===== config.mk =====
export PLATFORM = sky130hd
export DESIGN_NAME = instr_fetch_unit
export DESIGN_NICKNAME = d
export VERILOG_FILES = /design/src/rtl/instr_fetch_unit.sv
export SDC_FILE = /design/constraint.sdc
export NUM_CORES = 1
export LEC_CHECK = 0
export CAP_MARGIN = 20
export CORE_ASPECT_RATIO = 1.1
export CORE_UTILIZATION = 25
export DETAILED_ROUTE_END_ITERATION = 6
export GPL_TIMING_DRIVEN = 0
export PLACE_DENSITY_LB_ADDON = 0.1
export SETUP_SLACK_MARGIN = 0.3
export SLEW_MARGIN = 10
export SYNTH_ARGS = -nofsm -noshare
export SYNTH_HDL_FRONTEND = slang
export SYNTH_SLANG_ARGS = --single-unit
export TNS_END_PERCENT = 5

===== constraint.sdc =====
create_clock -name clk -period 3.1 [get_ports clk]
set_input_delay 0.31 -clock clk [delete_from_list [all_inputs] [get_ports clk]]
set_output_delay 0.31 -clock clk [all_outputs]
set_load 0.02 [all_outputs]

===== src/rtl/instr_fetch_unit.sv =====
// Program store plus run FSM that streams one instruction per clock to simple_cpu.
// Build with INSTR_FETCH_LOOP_EN defined to loop the program until start stops it.
module instr_fetch_unit #(
    parameter int                     INSTR_WIDTH = 20,
    parameter int                     ADDR_BITS   = 5,
    parameter logic [INSTR_WIDTH-1:0] NOP_WORD    = '0
) (
    input  logic                   clk,
    input  logic                   rst,
    input  logic                   load_en,
    input  logic [ADDR_BITS-1:0]   load_addr,
    input  logic [INSTR_WIDTH-1:0] load_data,
    output logic                   load_ready,
    input  logic                   start,
    input  logic                   stall,
    input  logic [ADDR_BITS:0]     prog_len,
    output logic [INSTR_WIDTH-1:0] instruction,
    output logic                   instr_valid,
    output logic [ADDR_BITS-1:0]   pc,
    output logic                   busy,
    output logic                   done
);

    localparam int                 DEPTH   = 1 << ADDR_BITS;
    localparam logic [ADDR_BITS:0] MAX_LEN = (ADDR_BITS + 1)'(DEPTH);

    localparam logic [1:0] IDLE = 2'd0;
    localparam logic [1:0] RUN  = 2'd1;
    localparam logic [1:0] DONE = 2'd2;

    logic [INSTR_WIDTH-1:0] mem [DEPTH];
    logic [1:0]             state;
    logic [ADDR_BITS:0]     len;
    logic [ADDR_BITS:0]     count;
    logic [ADDR_BITS:0]     len_clamped;
    logic                   start_ok;
    logic                   last_issue;

    assign load_ready  = (state != RUN);
    assign busy        = (state == RUN);
    assign done        = (state == DONE);
    assign start_ok    = start && (prog_len != '0);
    assign len_clamped = (prog_len > MAX_LEN) ? MAX_LEN : prog_len;
    assign last_issue  = (count == len - 1'b1);

    // Store is deliberately left out of reset so a loaded program survives a reset.
    always_ff @(posedge clk) begin
        if (load_en && load_ready) begin
            mem[load_addr] <= load_data;
        end
    end

    always_ff @(posedge clk or posedge rst) begin
        if (rst) begin
            state       <= IDLE;
            pc          <= '0;
            count       <= '0;
            len         <= '0;
            instruction <= NOP_WORD;
            instr_valid <= 1'b0;
        end else begin
            case (state)
                IDLE, DONE: begin
                    instruction <= NOP_WORD;
                    instr_valid <= 1'b0;
                    if (start_ok) begin
                        state <= RUN;
                        len   <= len_clamped;
                        pc    <= '0;
                        count <= '0;
                    end
                end
                RUN: begin
`ifdef INSTR_FETCH_LOOP_EN
                    if (start) begin
                        state       <= DONE;
                        instruction <= NOP_WORD;
                        instr_valid <= 1'b0;
                    end else
`endif
                    if (stall) begin
                        // pc and count hold so the stalled word is issued later, once.
                        instruction <= NOP_WORD;
                        instr_valid <= 1'b0;
                    end else begin
                        instruction <= mem[pc];
                        instr_valid <= 1'b1;
                        pc          <= pc + 1'b1;
                        count       <= count + 1'b1;
                        if (last_issue) begin
`ifdef INSTR_FETCH_LOOP_EN
                            pc    <= '0;
                            count <= '0;
`else
                            state <= DONE;
`endif
                        end
                    end
                end
                default: begin
                    state       <= IDLE;
                    instruction <= NOP_WORD;
                    instr_valid <= 1'b0;
                end
            endcase
        end
    end

endmodule


==> impl_metrics.tcl, run 1 <==
set metrics [dict create \
    cts_max_path_buffers 3 \
    ys.flop_type "edfxtp_1" \
    postRouteWirelength_um 74300 \
    path_max_fanout 10 \
    port_buffers 64 \
    synth.top_cell.area_share_pct 73.7 \
    ys_warn_count 0 \
    syn_inst 1179 \
    wl_per_cell_um 26.4 \
    ctsHtreeMaxLevel 3 \
    cts_tree "done" \
    synth-seq-cells 680 \
    synth_top_area_cell "edfxtp_1" \
    layout_commonest_cell "edfxtp_1" \
    grtUsageTotal_pct 14.3 \
    viasPerCell 4.45 \
    finalMaxSlewViolations 0 \
    r2r-start "pc[3]" \
    finalSetupViolCount 0 \
    vias 12500 \
    p_comb_share_pct 28.6 \
    synth_xor_area_share_pct 0.537 \
    critPathKind "reg2reg" \
    leakagePower_uw 0.0101 \
    tightest_slew_ns 1.12 \
    finalClockSkew_ns 0.0229 \
    cts_buffers 77 \
    holdPathStages 1 \
    hp-start "load_data[10]" \
    drc 0 \
    fin_nets 1414 \
    synth_area_mm2 0.0261 \
    hold_viol_final 0 \
    synth_edf_count 640 \
    critPathLaunch "pc[3]" \
    synth_top_family_by_area "multiplexers" \
    arrival_ns 3.24 \
    relSlewSlack_pct 25.5 \
    cp_cell_sequence "clkbuf_1, or2_2, clkbuf_1, o221ai_1, a31oi_1" \
    p_int_uw 19000 \
    drive_gt1_share_pct 32.4 \
    cpLargestDelayFamily "buffers and inverters" \
    required_ns 3.59 \
    boundaryPins 65 \
    antenna_found_initial 2 \
    num_rows 123 \
    critPathCaptureType "flip-flop" \
    die_x_um 310 \
    swShare_pct 30.5 \
    worstHoldPathType "in2reg" \
    clk_pin_slew_ns 0.06 \
    cts.sink_count 680 \
    start_util_pct 25.4 \
    dieHeight_um 341 \
    area_delta_synth_final_pct 24.0 \
    ys_top_cells_by_area "edfxtp_1 74%, mux4_2 14%, dfrtp_1 3.8%, mux2_2 2.0%, nor2_1 0.86%" \
    grt_pass1_wl_um 105000 \
    die_area_mm2 0.106 \
    dpl.hpwl_um 48700 \
    fin_cells 2816 \
    clkPwrFrac_pct 32.9 \
    first_pass_iters 5 \
    grt-ovfl-total 0 \
    critPathLaunchType "flip-flop" \
    critPathMaxStageDelay_ns 0.65 \
    grt_pass1_vias 13600 \
    synth_compound_area_share_pct 2.09 \
    ir_worst_vdd_mv 0.346 \
    rsz0062_at_grt "yes" \
    nFillCells 9961 \
    seqPwrFrac_pct 38.4 \
    clock-root-buffer "clkbuf_16" \
    async_flop_share_pct 5.88 \
    r2r_end "instruction[5]" \
    core_area_mm2 0.103 \
    worst-path-buf-inv 2 \
    syn_nets 1218 \
    yosysUniqueCellTypes 40 \
    drt_iter0_drc 830 \
    critical_path.most_common_cell "clkbuf_1" \
    setup_tns_ns 0 \
    p_switching_uw 8350 \
    cpMaxStageDelayCell "clkbuf_1" \
    final_cell_mix "640 x edfxtp_1, 160 x mux4_2, 80 x clkbuf_16" \
    outcome "completed" \
    gp_congestion 0.725 \
    syn_avg_cell_area_um2 22.1 \
    synthAdderAreaFrac_pct 0.144 \
    r2r_cells 5 \
    power-per-cell-area_mw_per_mm2 846 \
    fin_crit_sh_pct 88.8 \
    drv_cap 0 \
    postRouteAntennaNets 0 \
    muxShareOfSynthArea_pct 16.3 \
    max_freq_mhz 363 \
    placed_cells 2662 \
    min_to "mem[24][10]" \
    synth-simple-area-share_pct 2.13 \
    regToRegSetupSlack_ns 0.35 \
    synth_seq_area_share_pct 77.5 \
    grt_max_degree 33 \
    fin_crit_ns 2.75 \
    clk_latency_ns 0.62 \
]
## metal layers
layer	track usage, %	share of wire (%)
met1	19.2	44
met5	0	0.017
met2	23.7	50
met4	4.09	2.0
met3	2.33	4.6
## cell usage after synthesis (all sizes together) (8+ instances only)
cell    number
mux4       160
a21oi       15
edfxtp     640
o221ai      20
buf         35
mux2        46
dfrtp       40
a221oi      14
nand2       27
nor2        60
clkbuf      26
mux2i       14
xnor2        9
o21ai        8
## stage by stage
step | hold slack, ns | total power (µW) | setup WS (ns) | instance area (µm²) | utilization [%]
detailed placement | 0.497 | 18700 | -0.424 | 29700 | 28.9
finish | 0.243 | 27300 | 0.349 | 32300 | 31.5
global route | 0.260 | 28600 | 0.210 | 32300 | 31.5
global placement | 0.507 | 18600 | -1.29 | 28400 | 27.7
CTS | 0.258 | 27900 | 0.250 | 32300 | 31.4
floorplan | 0.409 | 15500 | 0.589 | 26100 | -
## sequential cells by signal, indices dropped and copies added (netlist names)
signal / flops
instr_valid: 1
mem: 640
state: 2
pc: 5
instruction: 20
count: 6
len: 6
## power by group through the flow
stage | sequential [µW] | combinational (µW) | clock [µW]
final | 10500 | 7830 | 9010
after CTS | 10500 | 8090 | 9300
after global placement | 10700 | 7900 | 0
after floorplan | 10800 | 4680 | 0
after global routing | 10500 | 8450 | 9580
after detailed placement | 10700 | 7970 | 0
## final cells by class
type / count / area (µm²) / share of cell area, %
buffer: 61 / 357 / 1.10
sequential: 680 / 20200 / 62.5
antenna: 3 / 7.51 / 0.0232
clock inverter: 37 / 327 / 1.01
clock buffer: 105 / 2160 / 6.66
multi-input combinational: 433 / 5800 / 17.9
tap: 1375 / 1720 / 5.32
timing repair buffer: 117 / 1740 / 5.39
inverter: 5 / 18.8 / 0.0580
## repair_timing
action | 4_1_cts | 5_1_grt
hold buffers | 1 | 0
hold endpoints to repair | 13 | 0
pin swaps | 1 | 0
gates resized for setup | 28 | 6
setup endpoints to repair | 29 | 19
buffers inserted | 3 | 0
## logic make-up (layout without fill, tap and decap cells)
kind of cell    Yosys count  after routing
buf+inv                  66            325
xor+xnor                 16             16
simple gates            122            122
other cells               0              3
flops                   680            680
compound gates           72             72
mux                     220            220
fa+ha+maj                 3              3
## worst max path at each step
| stage | slack (ns) | cells after the start | end |
|---|---|---|---|
| detailed placement | -0.42 | 6 | instruction[12] |
| CTS | 0.25 | 5 | instruction[16] |
| global placement | -1.29 | 5 | mem[12][7] |
| global route | 0.21 | 6 | instruction[8] |
| floorplan | 0.59 | 5 | mem[12][0] |
| finish | 0.35 | 5 | instruction[5] |
Note: power is estimated with default switching activity, not from simulation.
==> run 2: changes to the inputs <==
==> constraint.sdc (replaced) <==
create_clock -name clk -period 2.8 [get_ports clk]
set_input_delay 0.56 -clock clk [delete_from_list [all_inputs] [get_ports clk]]
set_output_delay 0.56 -clock clk [all_outputs]
set_load 0.02 [all_outputs]
==> impl_metrics.tcl, run 2 (same netlist as run 1, synthesis figures left out) <==
set metrics [dict create \
    outcome "completed" \
    fin_nets 1415 \
    clk_pin_slew_ns 0.06 \
    hold_viol_final 0 \
    swShare_pct 30.6 \
    arrival_ns 3.05 \
    cts_buffers 77 \
    vias 12500 \
    nFillCells 9936 \
    grtUsageTotal_pct 14.3 \
    setup_ws_ns 0.192 \
    relSlewSlack_pct 32.8 \
    p_switching_uw 9360 \
    p_int_uw 21200 \
    cts_tree "done" \
    regMostFlops "mem" \
    regToRegSetupSlack_ns 0.19 \
    antenna_found_initial 3 \
    drv_cap 0 \
    layout_commonest_cell "edfxtp_1" \
    ir_worst_vdd_mv 0.381 \
    core_area_mm2 0.103 \
    cts.sink_count 680 \
    largest_register_ff_count 640 \
    final_cell_mix "640 x edfxtp_1, 160 x mux4_2, 80 x clkbuf_16" \
    fin_crit_ns 2.61 \
    cts.hold.buffers_added 0 \
    r2r_end "instruction[9]" \
    clock-root-buffer "clkbuf_16" \
    final_core_util_pct 31.6 \
    grt-ovfl-total 0 \
    finalMaxSlewViolations 0 \
    critPathLaunchType "flip-flop" \
    max_freq_mhz 384 \
    grt_max_degree 33 \
    postRouteAntennaNets 0 \
    fin_crit_sh_pct 93.1 \
    drt_iter0_drc 898 \
    grt_pass1_vias 13600 \
    critPathKind "reg2reg" \
    r2r-start "pc[1]" \
    die_area_mm2 0.106 \
    path_max_fanout 9 \
    rsz0062_at_grt "yes" \
    area_delta_synth_final_pct 24.7 \
    die_x_um 310 \
    placed_cells 2662 \
    critPathCaptureType "flip-flop" \
    place_ws_ns -0.724 \
    required_ns 3.24 \
    leakagePower_uw 0.0102 \
    postRouteWirelength_um 74300 \
    gp_congestion 0.725 \
    wl_per_cell_um 26.4 \
    setup_tns_ns 0 \
    grt_pass1_wl_um 105000 \
    port_buffers 64 \
    first_pass_iters 5 \
    boundaryPins 65 \
    worstHoldPathType "in2async" \
    regArea_mm2 0.0202 \
    antenna_cells 0 \
    drive_gt1_share_pct 34.1 \
    finalSetupViolCount 0 \
    power-per-cell-area_mw_per_mm2 940 \
    clkPwrFrac_pct 32.6 \
    viasPerCell 4.46 \
    tightest_slew_ns 1.01 \
    dpl.hpwl_um 48700 \
    drc 0 \
    dieHeight_um 341 \
    seqPwrFrac_pct 38.0 \
    top_regs "mem: 640 flops, instruction: 20 flops" \
    cts_max_path_buffers 3 \
    multi_input_area_mm2 0.00587 \
    start_util_pct 25.4 \
    num_rows 123 \
    fin_cells 2814 \
    ctsHtreeMaxLevel 3 \
    clk_latency_ns 0.62 \
    r2r_cells 7 \
    finalClockSkew_ns 0.0221 \
    p_comb_share_pct 29.3 \
]
run 2: metrics by stage:
stage                     total power (µW)  hold slack (ns)  area, µm²
after floorplan                      17100            0.467      26100
after global placement               20600            0.507      28400
after detailed placement             20700            0.497      29700
after CTS                            31100            0.214      32400
after global routing                 31900            0.256      32500
final                                30600            0.234      32500
run 2: how the worst max path moves through the flow:
stage / startpoint / end / slack (ns)
2_1_floorplan: state[0] / mem[12][0] / 0.29
3_3_place_gp: load_en / mem[12][7] / -1.84
3_5_place_dp: pc[1] / instruction[12] / -0.72
4_1_cts: pc[2] / instruction[7] / 0.02
5_1_grt: state[1] / instruction[5] / 0.12
6_report: pc[1] / instruction[9] / 0.19
run 2: power groups by stage:
stage	clock network, µW	logic (µW)	registers (µW)
3_3_place_gp	0	8750	11900
6_report	9970	8970	11600
3_5_place_dp	0	8830	11800
2_1_floorplan	0	5180	12000
4_1_cts	10300	9160	11600
5_1_grt	10600	9650	11700
run 2: what timing repair did:
item,in CTS,in global routing
gates resized for setup,63,23
buffers inserted,3,2
endpoints found under the setup margin,172,167
pin swaps,1,1
cloned,0,0
run 2: final cells by class:
| class | count | area share (%) |
|---|---|---|
| Inverter | 5 | 0.0577 |
| Clock inverter | 37 | 1.00 |
| Multi-Input combinational cell | 433 | 18.0 |
| Tap cell | 1375 | 5.29 |
| Sequential cell | 680 | 62.2 |
| Timing Repair Buffer | 118 | 5.41 |
| Clock buffer | 105 | 6.63 |
| Buffer | 61 | 1.37 |
run 2: critical path, cell delays in order (launching register included):
cell      delay [ns]
dfrtp_1         0.38
buf_2           0.30
clkbuf_1        0.35
buf_6           0.24
mux4_2          0.30
mux2_2          0.30
o221ai_1        0.38
a21oi_1         0.16
run 2: metal layers:
metal	GRT usage [%]	share of wire (%)	wire length (µm)
met3	2.38	4.2	3140
met4	4.03	1.9	1430
met5	0	0.018	13
met1	19.2	44	32900
met2	23.7	50	36800
==> run 3: changes to the inputs <==
- PLACE_DENSITY_LB_ADDON: 0.1 -> default
==> impl_metrics.tcl, run 3 (same netlist as run 1, synthesis figures left out) <==
set metrics [dict create \
    die_x_um 310 \
    drc 0 \
    layout_commonest_cell "edfxtp_1" \
    clk_latency_ns 0.62 \
    clk_pin_slew_ns 0.06 \
    grt-ovfl-total 0 \
    cts_tree "done" \
    relSlewSlack_pct 27.4 \
    cts.sink_count 680 \
    max_freq_mhz 386 \
    die_area_mm2 0.106 \
    drive_gt1_share_pct 33.3 \
    r2r_cells 6 \
    ctsHtreeMaxLevel 3 \
    finalClockSkew_ns 0.0281 \
    leakagePower_uw 0.00991 \
    ir_worst_vdd_mv 0.485 \
    regToRegSetupSlack_ns 0.21 \
    clock-root-buffer "clkbuf_16" \
    power-per-cell-area_mw_per_mm2 921 \
    antenna_cells 0 \
    hold_viol_final 0 \
    first_pass_iters 4 \
    drv_cap 0 \
    boundaryPins 65 \
    antenna_found_initial 6 \
    grt_pass1_wl_um 92400 \
    port_buffers 64 \
    dpl.hpwl_um 40900 \
    critPathKind "reg2reg" \
    setup_tns_ns 0 \
    vias 12600 \
    r2r-start "state[0]" \
    required_ns 3.11 \
    top_regs "mem: 640 flops, instruction: 20 flops" \
    dieHeight_um 341 \
    wl_per_cell_um 22.9 \
    rsz0062_at_grt "yes" \
    path_max_fanout 11 \
    gp_congestion 0.801 \
    num_rows 123 \
    grt_pass1_vias 13200 \
    start_util_pct 25.4 \
    largest_register_ff_count 640 \
    grtUsageTotal_pct 12.2 \
    finalSetupViolCount 0 \
    grt_max_degree 33 \
    finalMaxSlewViolations 0 \
    final_cell_mix "640 x edfxtp_1, 160 x mux4_2, 73 x clkbuf_16" \
    postRouteWirelength_um 64300 \
    fin_crit_ns 2.59 \
    hold_ws_ns 0.193 \
    critical_path.endpoint "mem[18][4]" \
    cts_buffers 70 \
    fin_nets 1415 \
    arrival_ns 2.90 \
    regArea_mm2 0.0202 \
    nFillCells 9887 \
    regMostFlops "mem" \
    postRouteAntennaNets 0 \
    critPathCaptureType "flip-flop" \
    multi_input_area_mm2 0.00583 \
    r2r_end "mem[18][4]" \
    worstHoldPathType "in2async" \
    critPathLaunchType "flip-flop" \
    drt_iter0_drc 1116 \
    critPathLaunch "state[0]" \
    tightest_slew_ns 1.09 \
    fin_crit_sh_pct 92.6 \
    cts_max_path_buffers 3 \
    outcome "completed" \
    core_area_mm2 0.103 \
    viasPerCell 4.50 \
    area_delta_synth_final_pct 22.0 \
]
==> run 3: final cells by class <==
cell class                      count  share of cell area [%]
Sequential cell                   680                    63.5
Clock buffer                       91                    6.01
Multi-Input combinational cell    439                    18.3
Buffer                             61                    1.25
Clock inverter                     33                    1.03
Tap cell                         1375                    5.40
Timing Repair Buffer              119                    4.39
Inverter                            5                  0.0590
==> run 3: routing by layer <==
layer / vias up / wire length, µm / GRT usage, %
met5: - / 48 / 0
met4: 8 / 1440 / 3.65
met3: 96 / 4330 / 2.68
met2: 435 / 31700 / 20.1
met1: 6734 / 26700 / 16.0
li1: 5347 / - / -
==> run 3: worst min-delay path by stage <==
stage                          end  slack [ns]  depth (start not counted)
detailed placement          len[5]        0.49                          2
global placement            len[5]        0.51                          2
CTS                         len[2]        0.18                          2
global route        instruction[2]        0.21                          2
floorplan                   len[5]        0.47                          2
finish              instruction[2]        0.19                          2
==> run 3: where the power goes <==
| part | leakage, µW | switching, µW | total (µW) | internal, µW |
|---|---|---|---|---|
| Sequential | 0.00627 | 226 | 11600 | 11400 |
| Combinational | 0.00255 | 4660 | 8470 | 3810 |
| Clock | 0.00110 | 3810 | 9200 | 5380 |
==> run 3: repair_timing <==
item,4_1_cts,5_1_grt
pin swaps,6,9
endpoints found under the setup margin,394,356
setup buffers,7,13
cloned,3,3
resized for setup,59,8
hold buffers,0,0
==> run 3: per-stage QoR <==
step	cell area [µm²]	utilization (%)	power, µW	setup slack [ns]	cells
after floorplan	26100	-	17100	0.289	1179
after global placement	28400	27.7	20000	-1.62	2618
after detailed placement	29000	28.2	20100	-0.684	2640
after CTS	31500	30.6	29500	0.0388	2774
after global routing	31800	31.0	30400	0.101	2803
final	31800	31.0	29300	0.207	2803
==> run 3: critical path, cell delays in order, from the launching register on <==
cell and delay [ns]:
dfrtp_1 0.40, nand2b_1 0.17, nand2_1 0.13, nor2_1 0.10
nand2_1 0.45, nor2_2 0.77, buf_8 0.24
